`src/rtl/six_bit_mult_arbiter.sv`:
```
// Two-requester arbiter sharing one 6x6 unsigned multiplier (round-robin on contention).
// Latency: resp_valid rises MUL_CYCLES cycles after the acceptance edge; issue interval >= MUL_CYCLES+2.
// Backpressure: product/id held while resp_ready is low; no request accepted until the response drains.

module six_bit_dadda_mutliplier (
   input  logic [5:0]  in1,
   input  logic [5:0]  in2,
   output logic [11:0] out
);

   logic [11:0] w_pp [6];

   // Partial-product rows: row i is in1 gated by in2[i], weighted by 2^i.
   always_comb begin
      for (int i = 0; i < 6; i++) begin
         w_pp[i] = {6'd0, in1 & {6{in2[i]}}} << i;
      end
   end

   // Reduce the partial-product array to the full-width 12-bit product.
   assign out = w_pp[0] + w_pp[1] + w_pp[2] + w_pp[3] + w_pp[4] + w_pp[5];

endmodule

module six_bit_mult_arbiter #(
   parameter int MUL_CYCLES = 1
) (
   input  logic        clk,
   input  logic        rst_n,
   input  logic        req0_valid,
   output logic        req0_ready,
   input  logic [5:0]  req0_a,
   input  logic [5:0]  req0_b,
   input  logic        req1_valid,
   output logic        req1_ready,
   input  logic [5:0]  req1_a,
   input  logic [5:0]  req1_b,
   output logic        resp_valid,
   input  logic        resp_ready,
   output logic        resp_id,
   output logic [11:0] resp_product,
   output logic        busy
);

   typedef enum logic [1:0] {
      IDLE    = 2'd0,
      COMPUTE = 2'd1,
      RESP    = 2'd2
   } state_t;

   state_t      r_state;
   state_t      w_next_state;

   logic        r_ptr;
   logic [3:0]  r_cnt;
   logic [5:0]  r_a;
   logic [5:0]  r_b;
   logic        r_id;
   logic        r_resp_id;
   logic [11:0] r_resp_product;

   logic        w_grant0;
   logic        w_grant1;
   logic        w_accept;
   logic        w_last;
   logic        w_ready0;
   logic        w_ready1;
   logic        w_resp_valid;
   logic        w_busy;
   logic [11:0] w_mul_out;

   // Pointer only breaks ties; a lone valid requester always wins.
   assign w_grant0 = req0_valid & (~req1_valid | ~r_ptr);
   assign w_grant1 = req1_valid & (~req0_valid |  r_ptr);
   assign w_last   = (r_cnt == 4'(MUL_CYCLES - 1));

   // Multiplier sees only the captured operands, so requester inputs may change in flight.
   six_bit_dadda_mutliplier u_mul (
      .in1 (r_a),
      .in2 (r_b),
      .out (w_mul_out)
   );

   // State register.
   always_ff @(posedge clk or negedge rst_n) begin
      if (!rst_n) begin
         r_state <= IDLE;
      end else begin
         r_state <= w_next_state;
      end
   end

   // Next-state and handshake decode.
   always_comb begin
      w_next_state = r_state;
      w_ready0     = 1'b0;
      w_ready1     = 1'b0;
      w_accept     = 1'b0;
      w_resp_valid = 1'b0;
      w_busy       = 1'b1;
      case (r_state)
         IDLE: begin
            w_busy   = 1'b0;
            w_ready0 = w_grant0;
            w_ready1 = w_grant1;
            w_accept = w_grant0 | w_grant1;
            if (w_accept) begin
               w_next_state = COMPUTE;
            end
         end
         COMPUTE: begin
            if (w_last) begin
               w_next_state = RESP;
            end
         end
         RESP: begin
            w_resp_valid = 1'b1;
            // Returning to IDLE here; the new grant is evaluated next cycle.
            if (resp_ready) begin
               w_next_state = IDLE;
            end
         end
         default: begin
            w_next_state = IDLE;
         end
      endcase
   end

   // Operand capture, pointer update, settle counter and result latch.
   always_ff @(posedge clk or negedge rst_n) begin
      if (!rst_n) begin
         r_ptr          <= 1'b0;
         r_cnt          <= 4'd0;
         r_a            <= 6'd0;
         r_b            <= 6'd0;
         r_id           <= 1'b0;
         r_resp_id      <= 1'b0;
         r_resp_product <= 12'd0;
      end else if (w_accept) begin
         r_a   <= w_grant1 ? req1_a : req0_a;
         r_b   <= w_grant1 ? req1_b : req0_b;
         r_id  <= w_grant1;
         r_ptr <= ~w_grant1;
         r_cnt <= 4'd0;
      end else if (r_state == COMPUTE) begin
         r_cnt <= r_cnt + 4'd1;
         if (w_last) begin
            r_resp_product <= w_mul_out;
            r_resp_id      <= r_id;
         end
      end
   end

   // Ready is forced low while reset is asserted, even though IDLE decode is combinational.
   assign req0_ready   = w_ready0 & rst_n;
   assign req1_ready   = w_ready1 & rst_n;
   assign resp_valid   = w_resp_valid;
   assign resp_id      = r_resp_id;
   assign resp_product = r_resp_product;
   assign busy         = w_busy;

endmodule

```
`config.mk`:
```
export PLATFORM = sky130hd
export DESIGN_NAME = six_bit_mult_arbiter
export DESIGN_NICKNAME = d
export VERILOG_FILES = /design/src/rtl/six_bit_mult_arbiter.sv
export SDC_FILE = /design/constraint.sdc
export NUM_CORES = 1
export LEC_CHECK = 0
export CAP_MARGIN = 30
export CORE_MARGIN = 2
export CORE_UTILIZATION = 45
export DETAILED_ROUTE_END_ITERATION = 16
export PLACE_DENSITY = 0.72
export SETUP_SLACK_MARGIN = 0.1
export SYNTH_ARGS = -nofsm -noshare
export SYNTH_HDL_FRONTEND = slang
export SYNTH_HIERARCHICAL = 1
export SYNTH_SLANG_ARGS = --single-unit
```
`constraint.sdc`:
```
create_clock -name clk -period 4.3 [get_ports clk]
set_clock_uncertainty 0.05 [all_clocks]
set_input_delay 1.075 -clock clk [delete_from_list [all_inputs] [get_ports clk]]
set_output_delay 1.075 -clock clk [all_outputs]
set_load 0.1 [all_outputs]
```
Word level (Yosys, flattened, before mapping)
Index checks and enable logic that the tools add are counted.
{"block": "totals", "register_bits": 33, "out_inout_bits": 17, "word_cells": 55}
{"block": "op_classes", "n_addsub": 6, "muxes": 13, "n_reduce_logical": 5, "n_eq_ne": 5, "bitwise_logic": 18}
{"op": "AND 6 bit", "count": 6}
{"op": "adder 11 x 11 -> 12 bit", "count": 1}
{"op": "2-to-1 mux 6 bit", "count": 2}
{"op": "adder 10 x 10 -> 11 bit", "count": 1}
{"op": "adder 9 x 9 -> 10 bit", "count": 1}
{"op": "adder 8 x 8 -> 9 bit", "count": 1}
{"op": "adder 6 x 7 -> 8 bit", "count": 1}
{"op": "2-to-1 mux 4 bit", "count": 2}
{"op": "2-to-1 mux 2 bit", "count": 3}
{"op": "inequality test 2 bit, second input constant", "count": 3}
{"op": "one-hot mux 2 bit (3 select lines)", "count": 1}
{"op": "AND reduction 3 bit", "count": 2}
{"op": "2-to-1 mux 1 bit", "count": 5}
{"op": "inverter 1 bit", "count": 5}
{"op": "adder 4 x 1 -> 4 bit, second input constant", "count": 1}
{"op": "AND 1 bit", "count": 4}
{"op": "logical NOT 4 bit", "count": 1}
{"op": "bitwise OR 1 bit", "count": 3}
{"op": "equality test 2 x 1 -> 1 bit, second input constant", "count": 1}
{"op": "equality test 2 bit, second input constant", "count": 1}
{"op": "logical NOT 2 bit", "count": 1}
{"op": "nonzero test 2 bit", "count": 1}

Longest topological paths before layout
Gate-level depths: netlist of the first run.
{"block": "logic_depth", "ltp_word": 7, "depth_mapped": 16, "depth_no_buf": 16}

Hierarchy
The synthesis of the first run kept the hierarchy.
{"module": "six_bit_mult_arbiter", "n_inst": 1, "seq_area_each_um2": 825.8, "area_per_inst_um2": 1585.3, "cells_each": 142}
{"module": "six_bit_dadda_mutliplier", "n_inst": 1, "seq_area_each_um2": 0.0, "area_per_inst_um2": 1064.8, "cells_each": 124}

Worst setup path after synthesis of the first run
Ideal clock, no wire load.
{"block": "synth_path", "path_type": "input port to output port", "from": "input req1_valid", "to": "output req1_ready", "t_arrival_ns": 3.532, "required_ns": 3.175, "cell_stages": 4, "n_path_buf": 2, "slack_ns": -0.357, "path_cell_list": "buf_2 > inv_1 > clkbuf_1 > nor3_1"}
{"block": "synth_via", "elab_chain_cells": 3}
{"item": "start: declaration", "line_no": "34", "source": "input logic req1_valid,"}
{"item": "AND 1 bit", "line_no": "74", "source": "assign w_grant1 = req1_valid & (~req0_valid | r_ptr);"}
{"item": "2-to-1 mux 1 bit", "line_no": "101", "source": "case (r_state)"}
{"item": "AND 1 bit", "line_no": "156", "source": "assign req1_ready = w_ready1 & rst_n;"}
{"item": "end: declaration", "line_no": "35", "source": "output logic req1_ready,"}
No other way between the ends.

Final worst setup path of the first run
{"block": "layout_path", "from": "register r_a[0]", "to": "register r_resp_product[11] (netlist: resp_product[11])"}
{"block": "layout_via", "elab_chain_cells": 6}
{"item": "start: declaration", "line_no": "56", "source": "logic [5:0] r_a;"}
{"item": "start signal: assignment", "line_no": "140", "source": "r_a <= w_grant1 ? req1_a : req0_a;"}
{"item": "AND 6 bit", "line_no": "16", "source": "w_pp[i] = {6'd0, in1 & {6{in2[i]}}} << i;"}
{"item": "adder 6 x 7 -> 8 bit", "line_no": "21", "source": "assign out = w_pp[0] + w_pp[1] + w_pp[2] + w_pp[3] + w_pp[4] + w_pp[5];"}
{"item": "adder 8 x 8 -> 9 bit", "line_no": "21"}
{"item": "adder 9 x 9 -> 10 bit", "line_no": "21"}
{"item": "adder 10 x 10 -> 11 bit", "line_no": "21"}
{"item": "adder 11 x 11 -> 12 bit *", "line_no": "21"}
{"item": "named net w_mul_out[11]", "line_no": "70", "source": "logic [11:0] w_mul_out;"}
{"item": "end signal: assignment", "line_no": "148", "source": "r_resp_product <= w_mul_out;"}
{"item": "end: declaration", "line_no": "60", "source": "logic [11:0] r_resp_product;"}
The timed path passes the listed nets; every way through them passes the cells marked *.
A chain may end at the register's enable or synchronous reset.

==> results of run 1 <==
## cells in the final DEF (no fill, tap or decap), types with 2 or more instances in the layout
master           count
o21bai_1             3
nor2b_1              2
clkdlybuf4s50_1     43
nand2_1             19
xnor2_1              5
a21oi_2              2
mux2_4               9
nand3_1             12
ha_1                19
and2_1              22
xor2_1               4
inv_1               24
o21ai_0             17
a21oi_1             17
buf_4               11
inv_2                2
clkbuf_8             6
nor2_1               4
dfrtp_1             33
fa_2                 4
fa_1                12
a21o_1               3
mux2_2               4
buf_12               2
o211ai_1             2
o21ai_1              3
a31oi_1             12
a211oi_2             3
## synth_stat cells, drive strengths merged (3+ instances only)
master   n  area [µm²]
a211oi   3       37.54
a21o     3       22.52
a21oi   19       102.6
a31oi   12       75.07
and2    22       137.6
buf      6       45.04
clkbuf   3       12.51
dfrtp   33       825.8
fa      16       320.3
ha      21       262.8
inv     26       97.59
mux2    13       180.2
nand2   20       82.58
nand3   12       60.06
nor2     6       32.53
o21ai   20       100.1
o21bai   3       22.52
xnor2    5       43.79
xor2     5       43.79
## per-stage QoR
| stage | hold WS, ns | area (µm²) | utilization, % |
|---|---|---|---|
| 2_1_floorplan | 0.4126 | 2658 | - |
| 3_3_place_gp | 0.4425 | 3228 | 57.56 |
| 3_5_place_dp | 0.4469 | 3228 | 57.56 |
| 4_1_cts | 0.4667 | 3323 | 59.26 |
| 5_1_grt | 0.4797 | 3363 | 59.97 |
| 6_report | 0.4636 | 3363 | 59.97 |
## registers in the layout, indices dropped and copies added (netlist names)
register,count
r_state,2
resp_product,12
r_a,6
r_b,6
r_cnt,4
resp_id,1
r_id,1
r_ptr,1
## worst paths after layout
check	start	end	depth (start not counted)
worst max-delay path	r_a[0]$_DFFE_PN0P_	resp_product[11]$_DFFE_PN0P_	16
worst min-delay path	resp_product[8]$_DFFE_PN0P_	resp_product[8]$_DFFE_PN0P_	1
min in group asynchronous	rst_n	r_ptr$_DFFE_PN0P_	1
worst max register to register	r_a[0]$_DFFE_PN0P_	resp_product[11]$_DFFE_PN0P_	16
max in group asynchronous	rst_n	r_a[3]$_DFFE_PN0P_	2
worst min register to register	resp_product[8]$_DFFE_PN0P_	resp_product[8]$_DFFE_PN0P_	1
## worst max-delay path, delay by kind of cell, from the launching register on
kind                       cells  cell delay [ns]
muxes                          1             0.26
buffers and inverters          2             0.12
xor gates and xnor gates       2             0.24
adders and majority gates      7             2.32
DFF                            1             0.34
AOI/OAI and AO/OA              3             0.42
and+or+nand+nor                1             0.13
## layout make-up
class,instances,area share [%]
multi-input cells,198,50.74
flip-flops and latches,33,24.55
repair buffers,56,16.44
inverters,26,2.902
well taps,72,2.679
clock buffers,6,2.455
clock inverters,1,0.2232
## logic make-up (layout without fill, tap and decap cells)
family	after synthesis	count (layout)
AND/OR/NAND/NOR	73	73
multiplexers	13	13
XOR/XNOR	10	10
flip-flops	33	33
AO/OA/AOI/OAI	65	65
adder cells (fa/ha/maj)	37	37
buffers and inverters	35	89
## routing by layer
| layer | global-route usage [%] | share of wire (%) |
|---|---|---|
| met5 | 0 | 0 |
| met4 | 6.610 | 1.3 |
| met3 | 3.556 | 4.2 |
| met2 | 32.00 | 47 |
| met1 | 23.77 | 47 |
## timing repair
| item | CTS | global route |
|---|---|---|
| cloned | 0 | 0 |
| pin swaps | 0 | 9 |
| setup buffers | 0 | 2 |
| gates resized for setup | 2 | 6 |
| endpoints found under the setup margin | 1 | 2 |
==> impl_metrics.env, run 1 <==
export IMPL_area_growth_synth_to_final_pct=26.91
export IMPL_max_clock_path_buffers=2
export IMPL_r2r_slack_ns=0.29
export IMPL_end_kind="register"
export IMPL_synth_xor_area_share_pct=3.305
export IMPL_worstMarginPinSlew_ns=0.9887
export IMPL_clk_latency_ns=0.29
export IMPL_synth_async_reset_ratio_pct=100.0
export IMPL_place_inst=383
export IMPL_diodes=0
export IMPL_design_core_area_um2=5608
export IMPL_fp_dieW_um=80.74
export IMPL_ys_types=44
export IMPL_via_count=2056
export IMPL_wl_per_cell_um=14.28
export IMPL_synth_edf_count=0
export IMPL_route_detailed_drc=0
export IMPL_portBuffers=45
export IMPL_ys_ff_latch=33
export IMPL_antenna_found_initial=0
export IMPL_gp_congestion=0.7765
export IMPL_viasPerCell=5.245
export IMPL_dp_slack_ns=0.06484
export IMPL_syn_inst=266
export IMPL_multi_input_area_um2=1707
export IMPL_ctsHoldBuffers=0
export IMPL_yosys_warnings=6
export IMPL_regArea_um2=825.8
export IMPL_setup_viol=0
export IMPL_status="completed"
export IMPL_critPathMaxFanout=3
export IMPL_period_share_pct=93.14
export IMPL_path_cells="and2_1 -> ha_2 -> inv_1 -> fa_2 -> xor2_2 -> fa_2 -> fa_2 -> inv_2 -> fa_1 -> ha_4 -> fa_2 -> a211oi_2 -> o21bai_1 -> a21oi_2 -> xnor2_1 -> mux2_4"
export IMPL_grt_usage_pct=18.72
export IMPL_grt_max_degree=33
export IMPL_slew_violations=0
export IMPL_cts_tree="done"
export IMPL_syn_area_um2=2650
export IMPL_drive_above_1_share_pct=17.19
export IMPL_slowest_delay_ns=0.42
export IMPL_wirelength_um=5598
export IMPL_ios=46
export IMPL_rsz0062_at_grt="false"
export IMPL_first_iter_violations=51
export IMPL_cts_root_buffer="clkbuf_8"
export IMPL_ys_flop_type="dfrtp_1"
export IMPL_worstPathRequired_ns=4.42
export IMPL_hold_viol_final=0
export IMPL_numCtsBuffers=5
export IMPL_synth_compound_area_share_pct=15.11
export IMPL_die_area_um2=6519
export IMPL_hp_class="reg2reg"
export IMPL_start_util_pct=47.26
export IMPL_cp_start_kind="register"
export IMPL_yosys_mux_area_fraction_pct=6.799
export IMPL_synth_top_family_by_area="adder cells"
export IMPL_grt_pass1_wl_um=9349
export IMPL_synth_fp_nets=332
export IMPL_hpwlAfterDp_um=4532
export IMPL_relSlewSlack_pct=33.88
export IMPL_max_cap_viol_count=0
export IMPL_layout_setup_ws_ns=0.2948
export IMPL_cp_slowest_cell="fa_1"
export IMPL_layout_cells_non_filler=392
export IMPL_rows=27
export IMPL_cts_sinks=33
export IMPL_path_clk_slew_ns=0.07
export IMPL_seq_area_frac_synth_pct=31.16
export IMPL_dieHeight_um=80.74
export IMPL_cp_arrival_ns=4.13
export IMPL_period_needed_ns=4.005
export IMPL_synth_fa_ha_area_share_pct=22.00
export IMPL_synthesis_area_per_instance_um2=9.963
export IMPL_max_freq_mhz=249.7
export IMPL_crit_type="reg2reg"
export IMPL_fillers=500
export IMPL_grt_pass1_vias=2061
export IMPL_crit_top_cell="fa_2"
export IMPL_nets=386
export IMPL_yosys_area_share_simple_pct=15.77
export IMPL_grt_overflow_total=0
export IMPL_ant_nets=0
export IMPL_htree_num_levels=2
export IMPL_setup_tns_ns=0
export IMPL_firstDrtPassIters=4
Power of run 1 is not shown: default switching activity piles up to over one toggle a cycle in this logic, so the estimate is an artifact.
==> run 2, diff against run 1 <==
--- a/config.mk
+++ b/config.mk
@@ -8,6 +8,8 @@
 export CAP_MARGIN = 30
 export CORE_MARGIN = 2
 export CORE_UTILIZATION = 45
+export CTS_BUF_LIST = sky130_fd_sc_hd__clkbuf_2
+export CTS_CLUSTER_DIAMETER = 60
 export DETAILED_ROUTE_END_ITERATION = 16
 export PLACE_DENSITY = 0.72
 export SETUP_SLACK_MARGIN = 0.1
==> run 2 against run 1 <==
Via count increased by 0.29%. First-iteration DRC count decreased by 18%. Highest routed layer unchanged. Flip-flop and latch count unchanged. Hold slack improved by 0.022 ns. Maximum frequency decreased by 0.64%. Critical path type unchanged.
==> impl_metrics.env, run 2 (synthesis gave the netlist of run 1 again) <==
export IMPL_grt_pass1_vias=2030
export IMPL_period_needed_ns=4.031
export IMPL_start_util_pct=47.26
export IMPL_status="completed"
export IMPL_end_kind="register"
export IMPL_mostFrequentLayoutCells="clkdlybuf4s50_1 (43), dfrtp_1 (33), inv_1 (23)"
export IMPL_diodes=0
export IMPL_critPathMaxFanout=3
export IMPL_cp_slowest_cell="fa_1"
export IMPL_rsz0062_at_grt="true"
export IMPL_final_common_cell="clkdlybuf4s50_1"
export IMPL_max_freq_mhz=248.1
export IMPL_design_core_area_um2=5608
export IMPL_fp_dieW_um=80.74
export IMPL_antenna_found_initial=0
export IMPL_area_growth_synth_to_final_pct=25.92
export IMPL_relSlewSlack_pct=33.88
export IMPL_htree_num_levels=2
export IMPL_grt_overflow_total=0
export IMPL_drive_above_1_share_pct=18.13
export IMPL_cp_start_kind="register"
export IMPL_first_iter_violations=42
export IMPL_dieHeight_um=80.74
export IMPL_wl_met3_um=242
export IMPL_slew_violations=0
export IMPL_worstPathRequired_ns=4.52
export IMPL_dr_wl_met2_um=2589
export IMPL_cts_root_buffer="clkbuf_2"
export IMPL_hpwlAfterDp_um=4532
export IMPL_numCtsBuffers=5
export IMPL_hold_viol_final=0
export IMPL_wl_per_cell_um=14.26
export IMPL_grt_usage_pct=18.39
export IMPL_worstMarginPinSlew_ns=0.9887
export IMPL_hp_class="reg2reg"
export IMPL_top_layer="met4"
export IMPL_wl_met1_um=2631
export IMPL_path_clk_slew_ns=0.17
export IMPL_clk_latency_ns=0.38
export IMPL_ant_nets=0
export IMPL_via_count=2062
export IMPL_portBuffers=45
export IMPL_max_cap_viol_count=0
export IMPL_setup_viol=0
export IMPL_gp_congestion=0.7765
export IMPL_rows=27
export IMPL_cp_arrival_ns=4.25
export IMPL_cts_sinks=33
export IMPL_viasPerCell=5.260
export IMPL_setup_tns_ns=0
export IMPL_cts_tree="done"
export IMPL_period_share_pct=93.74
export IMPL_firstDrtPassIters=4
export IMPL_path_cells="and2_4 -> ha_4 -> inv_2 -> fa_2 -> xor2_2 -> fa_2 -> fa_2 -> inv_2 -> fa_1 -> ha_4 -> fa_2 -> a211oi_2 -> o21bai_1 -> a21oi_2 -> xnor2_1 -> mux2_4"
export IMPL_nets=386
export IMPL_wirelength_um=5588
export IMPL_grt_pass1_wl_um=9177
export IMPL_crit_top_cell="fa_2"
export IMPL_grt_max_degree=33
export IMPL_ctsHoldBuffers=0
export IMPL_slowest_delay_ns=0.42
export IMPL_largest_reg_flops=12
export IMPL_route_detailed_drc=0
export IMPL_ios=46
export IMPL_max_clock_path_buffers=2
export IMPL_die_area_um2=6519
export IMPL_fillers=511
export IMPL_crit_type="reg2reg"
[run 2: cell count changes in the layout (fill, tap and decap cells not counted), sizes merged]
cell    delta
clkbuf     -1
clkinv     +1
[run 2: worst max-delay path, delay by kind of cell (launching register included)]
family          cells  cell delay (ns)
compound gates      3             0.43
fa+ha+maj           7             2.31
buf+inv             2             0.10
simple gates        1             0.15
mux                 1             0.26
flops               1             0.38
xor+xnor            2             0.25
[run 2: cell type report]
cell class | count | area (µm²) | share of cell area [%]
repair buffers | 56 | 553.0 | 16.57
well taps | 72 | 90.09 | 2.700
clock inverters | 2 | 11.26 | 0.3375
multi-input cells | 198 | 1734 | 51.97
clock buffers | 5 | 25.02 | 0.7499
flip-flops and latches | 33 | 825.8 | 24.75
inverters | 26 | 97.59 | 2.925
[run 2: repair_timing]
action                     CTS  global route
pin swaps                    0            13
setup endpoints to repair    1             2
resized for setup            2            11
buffers inserted             0             2
[run 2: worst paths after layout]
| path | startpoint | cells after the start | to | slack, ns |
|---|---|---|---|---|
| max in group asynchronous | rst_n | 2 | r_a[3]$_DFFE_PN0P_ | 2.72 |
| setup / recovery | r_b[1]$_DFFE_PN0P_ | 16 | resp_product[11]$_DFFE_PN0P_ | 0.27 |
| hold / removal | resp_product[4]$_DFFE_PN0P_ | 1 | resp_product[4]$_DFFE_PN0P_ | 0.49 |
| setup reg to reg | r_b[1]$_DFFE_PN0P_ | 16 | resp_product[11]$_DFFE_PN0P_ | 0.27 |
| hold reg to reg | resp_product[4]$_DFFE_PN0P_ | 1 | resp_product[4]$_DFFE_PN0P_ | 0.49 |
| min in group asynchronous | rst_n | 1 | r_ptr$_DFFE_PN0P_ | 0.83 |
[run 2: routing by layer]
layer,GRT usage [%],vias to the layer above
met5,0,-
met4,6.780,0
met3,4.000,11
met2,30.58,53
met1,23.63,984
li1,-,1014
[run 2: stage by stage]
step                      hold WS (ns)  std cells  utilization (%)  setup WS (ns)  cell area, µm²
final                           0.4854        392            59.50         0.2691            3337
after global routing            0.5037        392            59.50        0.07669            3337
after CTS                       0.4863        390            58.30         0.1329            3269
after detailed placement        0.4469        383            57.56        0.06484            3228
after global placement          0.4425        383            57.56         0.1626            3228
after floorplan                 0.4126        266                -         0.1509            2658
Power of run 2 is left out for the same reason.
==> RTL change, RTL diff (flow settings as in run 1) <==
Encoding of `state_t`: now one-hot (3 bits for 3 states).
--- a/src/rtl/six_bit_mult_arbiter.sv
+++ b/src/rtl/six_bit_mult_arbiter.sv
@@ -43,8 +43,8 @@
 );
 
-   typedef enum logic [1:0] {
-      IDLE    = 2'd0,
-      COMPUTE = 2'd1,
-      RESP    = 2'd2
+   typedef enum logic [2:0] {
+      IDLE    = 3'b001,
+      COMPUTE = 3'b010,
+      RESP    = 3'b100
    } state_t;
 
Behaviour: same outputs for any inputs over 4 cycles, from zero or initial values and one cycle with rst_n low; so few cycles prove little.
==> RTL change against run 1 <==
- core utilization increased by 2.0 points
- wire length decreased by 2.3%
- sequential cell count increased by 1
- synthesized cell count decreased by 6.8%
- worst setup slack got worse by 21 ps
- area after synthesis decreased by 0.61%
- critical path type unchanged
- design area increased by 2.6%
- critical endpoint unchanged
Power is not shown: default switching activity piles up to over one toggle a cycle in this logic, so the estimate is an artifact.
==> RTL change: results <==
set metrics [dict create \
    status "complete, no violations" \
    dr_total_vias 2004 \
    reg2reg_from "r_a[1]" \
    dp_hpwl_um 4236 \
    grt_use_total_pct 19.33 \
    grt_pass1_vias 2069 \
    grt_max_degree 35 \
    nets 373 \
    r2r_setup_slack_ps 270 \
    first_iter_violations 71 \
    cp_max_fo 3 \
    worstHoldPathType "reg2reg" \
    cts_root_buf "clkbuf_8" \
    fillers 481 \
    grt_overflow 0 \
    ff2ff_path_depth 16 \
    syn_area_per_cell_um2 10.62 \
    synth_nets 314 \
    instances_no_fill 380 \
    cp.arrival_ps 4150 \
    cts_buffers 5 \
    antenna_found_initial 0 \
    grt_pass1_wl_um 9542 \
    gp_congestion 0.8247 \
    worstHoldEndpoint "r_ptr" \
    cp_slowest_stage_delay_ps 440 \
    wl_per_cell_um 14.39 \
    layout-drive-gt1-share_pct 19.81 \
    drv_cap 0 \
    synth_area_leaders "dfrtp_1 (31%), fa_1 (12%), ha_1 (10%)" \
    slew_headroom_pct 34.69 \
    place_area_um2 3242 \
    synth_top_flop_cell "dfrtp_1" \
    hp-start "r_ptr" \
    critPathSlowestCell "fa_2" \
    ys_seq_area_share_pct 32.35 \
    synth_warnings 6 \
    synthTopCellsByCount "dfrtp_1 (33), inv_1 (26), and2_1 (21), ha_1 (21), nand2_1 (19)" \
]
[RTL change: cell types whose count changed in the layout (fill, tap and decap cells not counted), sizes merged, moves of 3 or more]
cell,delta
o21ai,-13
a31oi,-11
nand3,-11
a21oi,-9
a2bb2oi,+9
o32ai,+9
nor2,+4
nor3,+3
[RTL change: repair_timing]
item	CTS	global route
hold endpoints to repair	0	0
pin swaps	2	10
gates cloned	0	0
setup endpoints to repair	1	2
buffers inserted	0	3
gates resized for setup	3	10
[RTL change: per-layer routing]
metal | global-route usage (%) | share of wire [%] | wire, um
met3 | 3.708 | 3.3 | 183
met4 | 6.102 | 1.2 | 68
met5 | 0 | 0 | 0
met1 | 23.36 | 44 | 2429
met2 | 34.50 | 51 | 2786
[RTL change: metrics by stage]
step / hold WS (ps) / worst slack [ps]
after global routing: 483.5 / 96.59
after CTS: 460.8 / 117.1
after floorplan: 412.6 / 150.9
after detailed placement: 443.1 / 27.29
after global placement: 437.3 / 156.2
final: 461.4 / 273.8
[RTL change: cell type report]
type                    instances  area (um^2)  share of cell area (%)
well taps                      72        90.09                   2.610
multi-input cells             180         1699                   49.22
repair buffers                 58        568.0                   16.46
clock inverters                 3        68.82                   1.993
inverters                      28        105.1                   3.045
clock buffers                   5        68.82                   1.993
flip-flops and latches         34        852.1                   24.68
[RTL change: worst max path at each step]
stage | from | endpoint | cells past startpoint
after global placement | r_a[1] | resp_product[11] | 16
after CTS | r_b[0] | resp_product[11] | 16
after global routing | r_a[1] | resp_product[11] | 16
after detailed placement | r_b[0] | resp_product[11] | 16
after floorplan | r_a[1] | resp_product[11] | 16
final | r_a[1] | resp_product[11] | 16
[RTL change: logic make-up after synthesis]
kind of cell | count (synthesis) | synth area share, %
and+or+nand+nor | 66 | 14.16
xor gates and xnor gates | 10 | 3.326
buffers and inverters | 34 | 5.320
muxes | 14 | 7.221
DFF | 34 | 32.35
AOI/OAI and AO/OA | 53 | 15.49
adders and majority gates | 37 | 22.14
